[src/rtl/div_unit.sv]
// rtl/div_unit.sv - iterative restoring divider with HI/LO result registers
// Signed operands are reduced to magnitudes; result signs are fixed up in FIX.
module div_unit #(
  parameter int WIDTH = 32,
  parameter int CNT_W = 6
) (
  input  logic             Clock,
  input  logic             Reset,
  input  logic             Start,
  input  logic             Sinal,
  input  logic [WIDTH-1:0] Dividendo,
  input  logic [WIDTH-1:0] Divisor,
  output logic [WIDTH-1:0] Hi,
  output logic [WIDTH-1:0] Lo,
  output logic             Busy,
  output logic             Done,
  output logic             DivZero,
  output logic [1:0]       Estado
);

  typedef enum logic [1:0] {IDLE = 2'd0, CALC = 2'd1, FIX = 2'd2, DONE = 2'd3} state_t;

  state_t            state_q, state_d;
  logic [WIDTH-1:0]  q_q, q_d;
  logic [WIDTH-1:0]  r_q, r_d;
  logic [WIDTH-1:0]  dabs_q, dabs_d;
  logic [WIDTH-1:0]  hi_q, hi_d;
  logic [WIDTH-1:0]  lo_q, lo_d;
  logic [CNT_W-1:0]  cnt_q, cnt_d;
  logic              neg_q_q, neg_q_d;
  logic              neg_r_q, neg_r_d;
  logic              dz_q, dz_d;

  // The shifted partial remainder needs WIDTH+1 bits when |divisor| > 2^(WIDTH-1).
  logic [WIDTH:0]    r_ext;
  logic [WIDTH:0]    diff;

  assign r_ext = {r_q, q_q[WIDTH-1]};
  assign diff  = r_ext - {1'b0, dabs_q};

  always_ff @(posedge Clock or negedge Reset) begin
    if (!Reset) begin
      state_q <= IDLE;
      q_q     <= '0;
      r_q     <= '0;
      dabs_q  <= '0;
      hi_q    <= '0;
      lo_q    <= '0;
      cnt_q   <= '0;
      neg_q_q <= 1'b0;
      neg_r_q <= 1'b0;
      dz_q    <= 1'b0;
    end else begin
      state_q <= state_d;
      q_q     <= q_d;
      r_q     <= r_d;
      dabs_q  <= dabs_d;
      hi_q    <= hi_d;
      lo_q    <= lo_d;
      cnt_q   <= cnt_d;
      neg_q_q <= neg_q_d;
      neg_r_q <= neg_r_d;
      dz_q    <= dz_d;
    end
  end

  always_comb begin
    state_d = state_q;
    q_d     = q_q;
    r_d     = r_q;
    dabs_d  = dabs_q;
    hi_d    = hi_q;
    lo_d    = lo_q;
    cnt_d   = cnt_q;
    neg_q_d = neg_q_q;
    neg_r_d = neg_r_q;
    dz_d    = dz_q;
    case (state_q)
      IDLE: begin
        if (Start) begin
          if (Divisor == '0) begin
            dz_d    = 1'b1;
            state_d = DONE;
          end else begin
            q_d     = (Sinal && Dividendo[WIDTH-1]) ? -Dividendo : Dividendo;
            dabs_d  = (Sinal && Divisor[WIDTH-1])   ? -Divisor   : Divisor;
            neg_q_d = Sinal & (Dividendo[WIDTH-1] ^ Divisor[WIDTH-1]);
            neg_r_d = Sinal & Dividendo[WIDTH-1];
            r_d     = '0;
            cnt_d   = '0;
            state_d = CALC;
          end
        end
      end
      CALC: begin
        if (!diff[WIDTH]) begin
          r_d = diff[WIDTH-1:0];
          q_d = {q_q[WIDTH-2:0], 1'b1};
        end else begin
          r_d = r_ext[WIDTH-1:0];
          q_d = {q_q[WIDTH-2:0], 1'b0};
        end
        cnt_d = cnt_q + 1'b1;
        if (cnt_q == CNT_W'(WIDTH - 1)) state_d = FIX;
      end
      FIX: begin
        lo_d    = neg_q_q ? -q_q : q_q;
        hi_d    = neg_r_q ? -r_q : r_q;
        state_d = DONE;
      end
      DONE: begin
        dz_d    = 1'b0;
        state_d = IDLE;
      end
      default: state_d = IDLE;
    endcase
  end

  assign Hi      = hi_q;
  assign Lo      = lo_q;
  assign Busy    = (state_q == CALC) || (state_q == FIX);
  assign Done    = (state_q == DONE);
  assign DivZero = (state_q == DONE) && dz_q;
  assign Estado  = state_q;

endmodule

[config.mk]
export PLATFORM = sky130hd
export DESIGN_NAME = div_unit
export DESIGN_NICKNAME = d
export VERILOG_FILES = /design/src/rtl/div_unit.sv
export SDC_FILE = /design/constraint.sdc
export NUM_CORES = 1
export LEC_CHECK = 0
export ABC_AREA = 1
export CORE_UTILIZATION = 52
export CTS_CLUSTER_DIAMETER = 50
export DETAILED_ROUTE_END_ITERATION = 10
export GPL_ROUTABILITY_DRIVEN = 0
export PLACE_DENSITY = 0.77
export SYNTH_ARGS = -nofsm -noshare
export SYNTH_HDL_FRONTEND = slang
export SYNTH_SLANG_ARGS = --single-unit
[constraint.sdc]
create_clock -name Clock -period 2.35 [get_ports Clock]
set_clock_uncertainty 0.1 [all_clocks]
set_input_delay 0.705 -clock Clock [delete_from_list [all_inputs] [get_ports Clock]]
set_output_delay 0.705 -clock Clock [all_outputs]
set_load 0.05 [all_outputs]
Word level (Yosys, flattened, before mapping)

Cells that the tools add are included.

Register bits: 171
Bits of input ports: 68
Output and inout port bits: 69
Word-level logic and storage cells: 62

Add/subtract/negate cells: 6
Equality and inequality tests: 8
Muxes and demuxes: 22
Bitwise operators: 4
Reduce and logical (&&, ||, !) cells: 12

Operators by type and width:

| cell                  | count |
|---|---|
| $mux W32              | 9 |
| $neg A32 Y32          | 4 |
| $pmux W32 S2          | 2 |
| $sub A33 B32 Y33      | 1 |
| $logic_not A32 Y1     | 1 |
| $mux W6               | 2 |
| $pmux W6 S2           | 1 |
| $reduce_and A3 Y1     | 3 |
| $ne A2 B2 Y1 const B  | 4 |
| $pmux W2 S4           | 1 |
| $add A6 B1 Y6 const B | 1 |
| $eq A6 B5 Y1 const B  | 1 |
| $mux W2               | 3 |
| $eq A2 B2 Y1 const B  | 2 |
| $reduce_bool A2 Y1    | 2 |
| $logic_and A1 B1 Y1   | 3 |
| $mux W1               | 3 |
| $and A1 B1 Y1         | 2 |
| $eq A2 B1 Y1 const B  | 1 |
| $logic_not A2 Y1      | 1 |
| $pmux W1 S2           | 1 |
| $reduce_and A2 Y1     | 1 |
| $logic_or A1 B1 Y1    | 1 |
| $not A1 Y1            | 1 |
| $xor A1 B1 Y1         | 1 |

Longest topological paths before layout

Word-level depth: 5
Mapped depth: 18
Gate-level depth less buffers: 17

Least setup slack after synthesis

No wires, ideal clock.

Path type: register -> output
From: reg state_q[1] (netlist: Estado[1])
To: out DivZero
Data arrival time: 1.667 ns
Slack: -0.122 ns
Stages on the path, launching flop included: 4
Path buffers: 0
Cells stage by stage: dfrtp_1 -> ha_1 -> nand2_1 -> inv_1

Cells in the longest elaborated chain, start to end: 2

RTL lines:

| what                   | line | RTL |
|---|---|---|
| start, declared        | 23   | `state_t state_q, state_d;` |
| start signal, assigned | 54   | `state_q <= state_d;` |
| $eq A2 B2 Y1           | --   |  |
| named net Done         | 16   | `output logic Done,` |
| $logic_and A1 B1 Y1    | 123  | `assign DivZero = (state_q == DONE) && dz_q;` |
| end, declared          | 17   | `output logic DivZero,` |

The timed path passes the listed nets, and every way through them passes these cells.

Final worst setup path

From: reg dabs_q[0]
To: reg r_q[31]

Cells in the longest elaborated chain, start to end: 3

RTL lines:

| what                   | line | RTL |
|---|---|---|
| start, declared        | 26   | `logic [WIDTH-1:0] dabs_q, dabs_d;` |
| start signal, assigned | 57   | `dabs_q <= dabs_d;` |
| $sub A33 B32 Y33       | 39   | `assign diff = r_ext - {1'b0, dabs_q};` |
| $mux W32               | 96   | `if (!diff[WIDTH]) begin` |
| $pmux W32 S2           | 78   | `case (state_q)` |
| end signal, assigned   | 56   | `r_q <= r_d;` |
| end, declared          | 25   | `logic [WIDTH-1:0] r_q, r_d;` |

No other way between the ends.
A chain may end at the register's enable or synchronous reset.

==> results.cfg <==
[cts]
cts_tree = done
clkTransAtPathRegs_ns = 0.07
cts-root-buf = clkbuf_16
cts_max_level = 4
cts_sinks = 171
cts_buffers = 17
clk_path_buf_depth = 2
clk_latency_ns = 0.45

[yosys]
syn_area_um2 = 13260
synth_cells = 2053
yosys-top-cells-count = nand2_1, inv_1, nand3_1, nor2_1, dfrtp_1
synth_edf_count = 0
synth_cell_type_count = 46
synth_flop_cell = dfrtp_1
synth_warnings = 0
synth_largest_area_cell = dfrtp_1
async_reset_ff_frac = 1.000
yosysMostFrequentCell = nand2_1
ys_ff_latch = 171
synth_area_leaders = dfrtp_1, nand2_1, inv_1
synth-seq-area-share = 0.3227
avgSynthCellArea_um2 = 6.459
yosys.area.top_type_share = 0.3227
synth_nets = 2164

[power]
power_density_nw_per_um2 = 1272
p_leak_nw = 9.634
max-vdd-ir-drop_uv = 943.2

[worst_setup_path]
arrival_ns = 2.91
rr_endpoint = r_q[31]
endpoint = r_q[31]
critPathKind = register to register
r2r_slack_ns = -0.27
r2r_start = dabs_q[0]
reg2regPathDepth = 16
worstPathRequired_ns = 2.63
cp-end-kind = register
critical_path.startpoint = dabs_q[0]
crit_fanout = 8
setup.worst_path.start_class = register

[floorplanning]
die_area_um2 = 26140
ios = 137
initial_core_util = 0.5281
core_um2 = 25110
die_width_um = 161.7
die_h_um = 161.7
rows = 58

[grt]
grt_remaining_overflow = 0
grt_pass1_vias = 13990
antenna_found_initial = 0
grt_pass1_wl_mm = 67.50
grt_use_total = 0.3229
grt_max_degree = 89

[routing]
viasPerCell = 5.590
drt_wl_total_mm = 44.52
drc = 0
vias = 15350
drt-pass1-iter-count = 7
ant_nets = 0
detailedRoute.firstIterationViolations = 1876
wl_per_cell_um = 16.21

[timing]
hold_violations = 0
period_minus_slack_ns = 2.624
fin_setup_tns_ns = -7.148
relSlewSlack = 0.4919
slew_viol_final = 0
fin_ws_ns = -0.2739
post-route-period-util = 1.117
rsz0062_at_grt = true
finalSetupViolCount = 33
tightest_slew_ns = 0.7622
max_freq_mhz = 381.1

[finish]
drive_above_1_share = 0.2070
synthToLayoutAreaGrowth_pct = 36.90
final_cells = 2746
final_net_count = 2514
n_antenna_cell = 0

[place]
io_buffers = 136
pre_cts_slack_ns = -0.6471
dp_cells = 2677
dp_hpwl_mm = 30.90

[run_status]
violations = negative setup slack
status = complete, but fails checks

[hold_path]
hold_path.class = input pin to async pin

[job]
maxCapViolations = 0
-- cell usage in the layout (no fill, tap or decap), types with 19 or more instances in the layout --
cell type / Yosys / layout
xor2_1: 72 / 72
inv_1: 274 / 265
nand4_1: 33 / 33
dfrtp_1: 171 / 170
clkdlybuf4s50_1: 0 / 57
buf_4: 3 / 275
nand2_2: 5 / 36
nand3_1: 190 / 153
nor2_1: 179 / 165
a31oi_1: 19 / 19
a21oi_1: 54 / 52
nand2_1: 674 / 642
ha_1: 42 / 30
o21ai_0: 138 / 135
nand3_2: 1 / 35
-- worst min-delay path by stage --
stage,from,end,depth (start not counted)
CTS,Reset,Lo[9],1
finish,Reset,Lo[21],1
global placement,Lo[28],Lo[28],2
detailed placement,Lo[28],Lo[28],2
global route,Reset,Lo[9],1
floorplan,Reset,Estado[0],0
-- metrics by stage --
stage / hold slack, ns / instance area, um2 / power [W] / util
6_report: 0.04179 / 18150 / 0.02309 / 0.7230
5_1_grt: 0.06158 / 18150 / 0.02450 / 0.7230
4_1_cts: 0.05989 / 17770 / 0.02212 / 0.7075
3_5_place_dp: 0.3735 / 16450 / 0.01839 / 0.6553
3_3_place_gp: 0.3616 / 16450 / 0.01804 / 0.6553
2_1_floorplan: 0.3094 / 13260 / 0.01374 / -
-- state kept, by name (all words and copies together), names as in the netlist --
signal / flops
Hi: 32
Lo: 32
dabs_q: 32
q_q: 32
r_q: 32
cnt_q: 6
Estado: 2
dz_q: 1
neg_q_q: 1
neg_r_q: 1
-- final cells by class --
| class | count | area (um2) |
|---|---|---|
| fill | 1922 | 6955 |
| inverter | 283 | 1067 |
| sequential | 171 | 4280 |
| clock inverter | 13 | 135.1 |
| multi-input combinational | 1541 | 8285 |
| timing repair buffer | 389 | 3520 |
| clock buffer | 19 | 452.9 |
| tap | 330 | 412.9 |
-- logic make-up (layout without fill, tap and decap cells) --
kind of cell	Yosys count	after routing	share of synthesized area
AO/OA/AOI/OAI	251	251	0.1047
XOR/XNOR	88	88	0.05812
adder cells (fa/ha/maj)	43	43	0.04114
buffers and inverters	346	704	0.1019
flip-flops	171	171	0.3227
multiplexers	1	1	0.0008492
AND/OR/NAND/NOR	1153	1158	0.3705
-- metal layers --
layer  wire length, um  part of all wire  vias to the layer above  track usage
li1                  -                 -                     7260            -
met2             19000              0.43                      944       0.4902
met5                 0                 0                        -            0
met3              5045              0.11                      205      0.05439
met4              1809             0.041                        0       0.1231
met1             18670              0.42                     6942       0.4597
-- report_power, final --
part           switching (W)  leakage [nW]  internal, W
Combinational        0.00959          7.17      0.00550
Clock                0.00134         0.279      0.00154
Sequential          0.000993          2.19      0.00413
-- timing repair --
action | 4_1_cts | 5_1_grt
buffers inserted | 17 | 8
resized for setup | 92 | 85
hold buffers | 0 | 0
pin swaps | 25 | 37
setup endpoints to repair | 88 | 105
gates cloned | 10 | 3
hold endpoints to repair | 0 | 0
-- critical path, stage by stage, from the launching register on --
cell and delay [ns]:
dfrtp_2 0.45, ha_4 0.18, fa_2 0.39, inv_2 0.09, nand2_2 0.06, nand2_2 0.09, nand3_2 0.08, nand2_2 0.09
nand2_2 0.07, nand2_4 0.13, nand2_8 0.09, buf_6 0.14, nand3_4 0.15, nand2_8 0.11, nand2_2 0.12, nand3_1 0.10
nand2_1 0.09
Power figures use the tool's default switching activity.
==> variant (config.mk and constraints unchanged) <==
Reset style: synchronous (`Reset`), changed in one clocked block.
--- a/src/rtl/div_unit.sv
+++ b/src/rtl/div_unit.sv
@@ -38,7 +38,7 @@
   assign r_ext = {r_q, q_q[WIDTH-1]};
   assign diff  = r_ext - {1'b0, dabs_q};
 
-  always_ff @(posedge Clock or negedge Reset) begin
+  always_ff @(posedge Clock) begin
     if (!Reset) begin
       state_q <= IDLE;
       q_q     <= '0;
Behaviour: differs if Reset is asserted again (counterexample within 4 cycles, from zero or initial values and one cycle with Reset low); with Reset held inactive, the same outputs for 4 cycles.
==> variant against the unedited design <==
The flow still finishes with violations (negative setup slack). Sequential cell count unchanged. Final area shrank 0.30%. Setup slack better by 0.15 ns. Die area fell by 1.0%. First-iteration DRC count rose by 10%. Power down 23%. Synthesized area shrank 1.0%. Count of clock-buffer cells in the layout down 1. Sequential share of layout area decreased by 4.5 points. Synthesized cell count grew 5.1%. Wire length up 5.8%.
==> variant: results (changes against the unedited design) <==
* Top post-synthesis cells by count: nand2_1 (560), inv_1 (343), nor2_1 (220)
* Vias per cell at 5.61 (+0.40%)
* Int Power at 8.74 mW (-22%)
* First-pass GRT wire length at 70500 µm (+4.4%)
* Reg-to-Reg Start: dabs_q[16]
* Total Nets Final at 2592 (+3.1%)
* Synth warn at 0 (unchanged)
* Post-synthesis adder-cell area fraction at 0.0416 (+0.000435)
* Vias in the first global route at 14400 (+3.0%)
* Drt wl/cell at 16.7 µm (+3.1%)
* Crit path DAT at 2.73 ns (-0.18 ns)
* TritonRoute pass-1 iters at 6 (-1)
* Area contributors post-synth: dfxtp_1 (26%), nand2_1 (16%), inv_1 (9.8%), nor2_1 (6.3%), nand3_1 (5.5%)
* Fin. Hold Viols at 0 (unchanged)
* Share of cells above drive strength 1 at 0.236 (+0.0288)
* Leakage at 9.26 nW (-3.9%)
* H-tree Lvls at 4 (unchanged)
* Post-synthesis async set-or-reset flop share at 0 (-1.00)
* Largest net degree at the start of global routing at 93 (+4.5%)
* GRT Overall Usage at 0.337 (+0.0142)
* Synth Instances at 2157 (+5.1%)
* Syn Nets at 2268 (+4.8%)
* Mux cell area share after synthesis at 0 (-0.000849)
* Register area share after synthesis at 0.261 (-0.0618)
* Worst Setup SP: dabs_q[16]
* Endpoints failing setup at 23 (-30%)
* Status: finished with violations
* Placed cell count at 2756 (+3.0%)
* Slew HR at 0.659 (+0.167)
* Initial antenna violation count at 0 (unchanged)
* Post-place instance area at 16300 µm² (-1.1%)
* Failing checks: negative setup slack
* CP max FO at 4 (-4)
* Post-Synth XOR/XNOR Area at 0.0421 (-0.0161)
* Max VDD drop at 0.915 mV (-2.9%)
* Post-synthesis compound-gate area fraction at 0.166 (+0.0608)
* HP Class: flip-flop to flip-flop
* Root buf cell: clkbuf_16
* Total vias in the final route at 15800 (+3.0%)
* Initial drt markers at 2072 (+10%)
* Worst-Skew Late Latency at 0.45 ns (about the same)
* Hpwl dp at 32900 µm (+6.4%)
* Count of different cell masters after synthesis at 53 (+15%)
* Worst setup margin at -0.124 ns (+0.149 ns)
## variant: critical path, cell delays in order (launching register included)
cell and delay (ns):
dfxtp_1 0.31, inv_1 0.08, ha_1 0.39, nand2_1 0.11
buf_4 0.15, nor3_1 0.42, nand3_1 0.20, nand4_1 0.17
nand2_1 0.14, nand2_4 0.10, nand3_2 0.06, a21oi_2 0.16
## variant: timing repair
| action | 4_1_cts | 5_1_grt |
|---|---|---|
| gates resized for setup | 105 | 184 |
| pin swaps | 12 | 48 |
| buffers inserted | 12 | 15 |
| cloned | 2 | 4 |
| endpoints found under the setup margin | 85 | 117 |
| hold endpoints to repair | 0 | 0 |
## variant: layer usage
| metal | routed length (µm) | share of wire | GRT usage |
|---|---|---|---|
| met4 | 2790 | 0.059 | 0.182 |
| met2 | 21400 | 0.45 | 0.544 |
| met3 | 3870 | 0.082 | 0.0426 |
| met5 | 0 | 0 | 0 |
| met1 | 19100 | 0.40 | 0.437 |
## variant: final cells by class
cell class | count | area (µm²)
multi-input combinational | 1554 | 8900
clock inverter | 14 | 149
sequential | 171 | 3450
clock buffer | 18 | 429
inverter | 353 | 1330
fill | 1906 | 6430
tap | 324 | 405
timing repair buffer | 384 | 3440
## variant: power by group through the flow
stage / logic, mW / clock network (mW) / registers (mW)
3_5_place_dp: 9.46 / 0 / 4.39
6_report: 10.5 / 2.81 / 4.38
4_1_cts: 9.57 / 2.81 / 4.34
3_3_place_gp: 9.25 / 0 / 4.38
2_1_floorplan: 5.05 / 0 / 5.55
5_1_grt: 11.3 / 2.95 / 4.45
## variant: logic make-up after synthesis
logic type	count (synthesis)
AO/OA/AOI/OAI	372
XOR/XNOR	63
adder cells (fa/ha/maj)	43
buffers and inverters	432
flip-flops	171
AND/OR/NAND/NOR	1076
## variant: per-stage QoR
stage | hold slack, ns | total power, mW | setup TNS [ns] | setup slack [ns]
2_1_floorplan | 0.330 | 10.6 | 0 | 0.00100
3_3_place_gp | 0.367 | 13.6 | -37.73 | -0.442
3_5_place_dp | 0.369 | 13.8 | -45.30 | -0.564
4_1_cts | 0.382 | 16.7 | -0.574 | -0.0555
5_1_grt | 0.408 | 18.7 | -3.80 | -0.193
6_report | 0.385 | 17.7 | -0.786 | -0.124
## variant: worst paths after layout
check | endpoint | depth (start not counted) | slack [ns]
setup / recovery | r_q[20] | 11 | -0.12
hold reg to reg | dabs_q[31] | 2 | 0.38
setup reg to reg | r_q[20] | 11 | -0.12
hold / removal | dabs_q[31] | 2 | 0.38
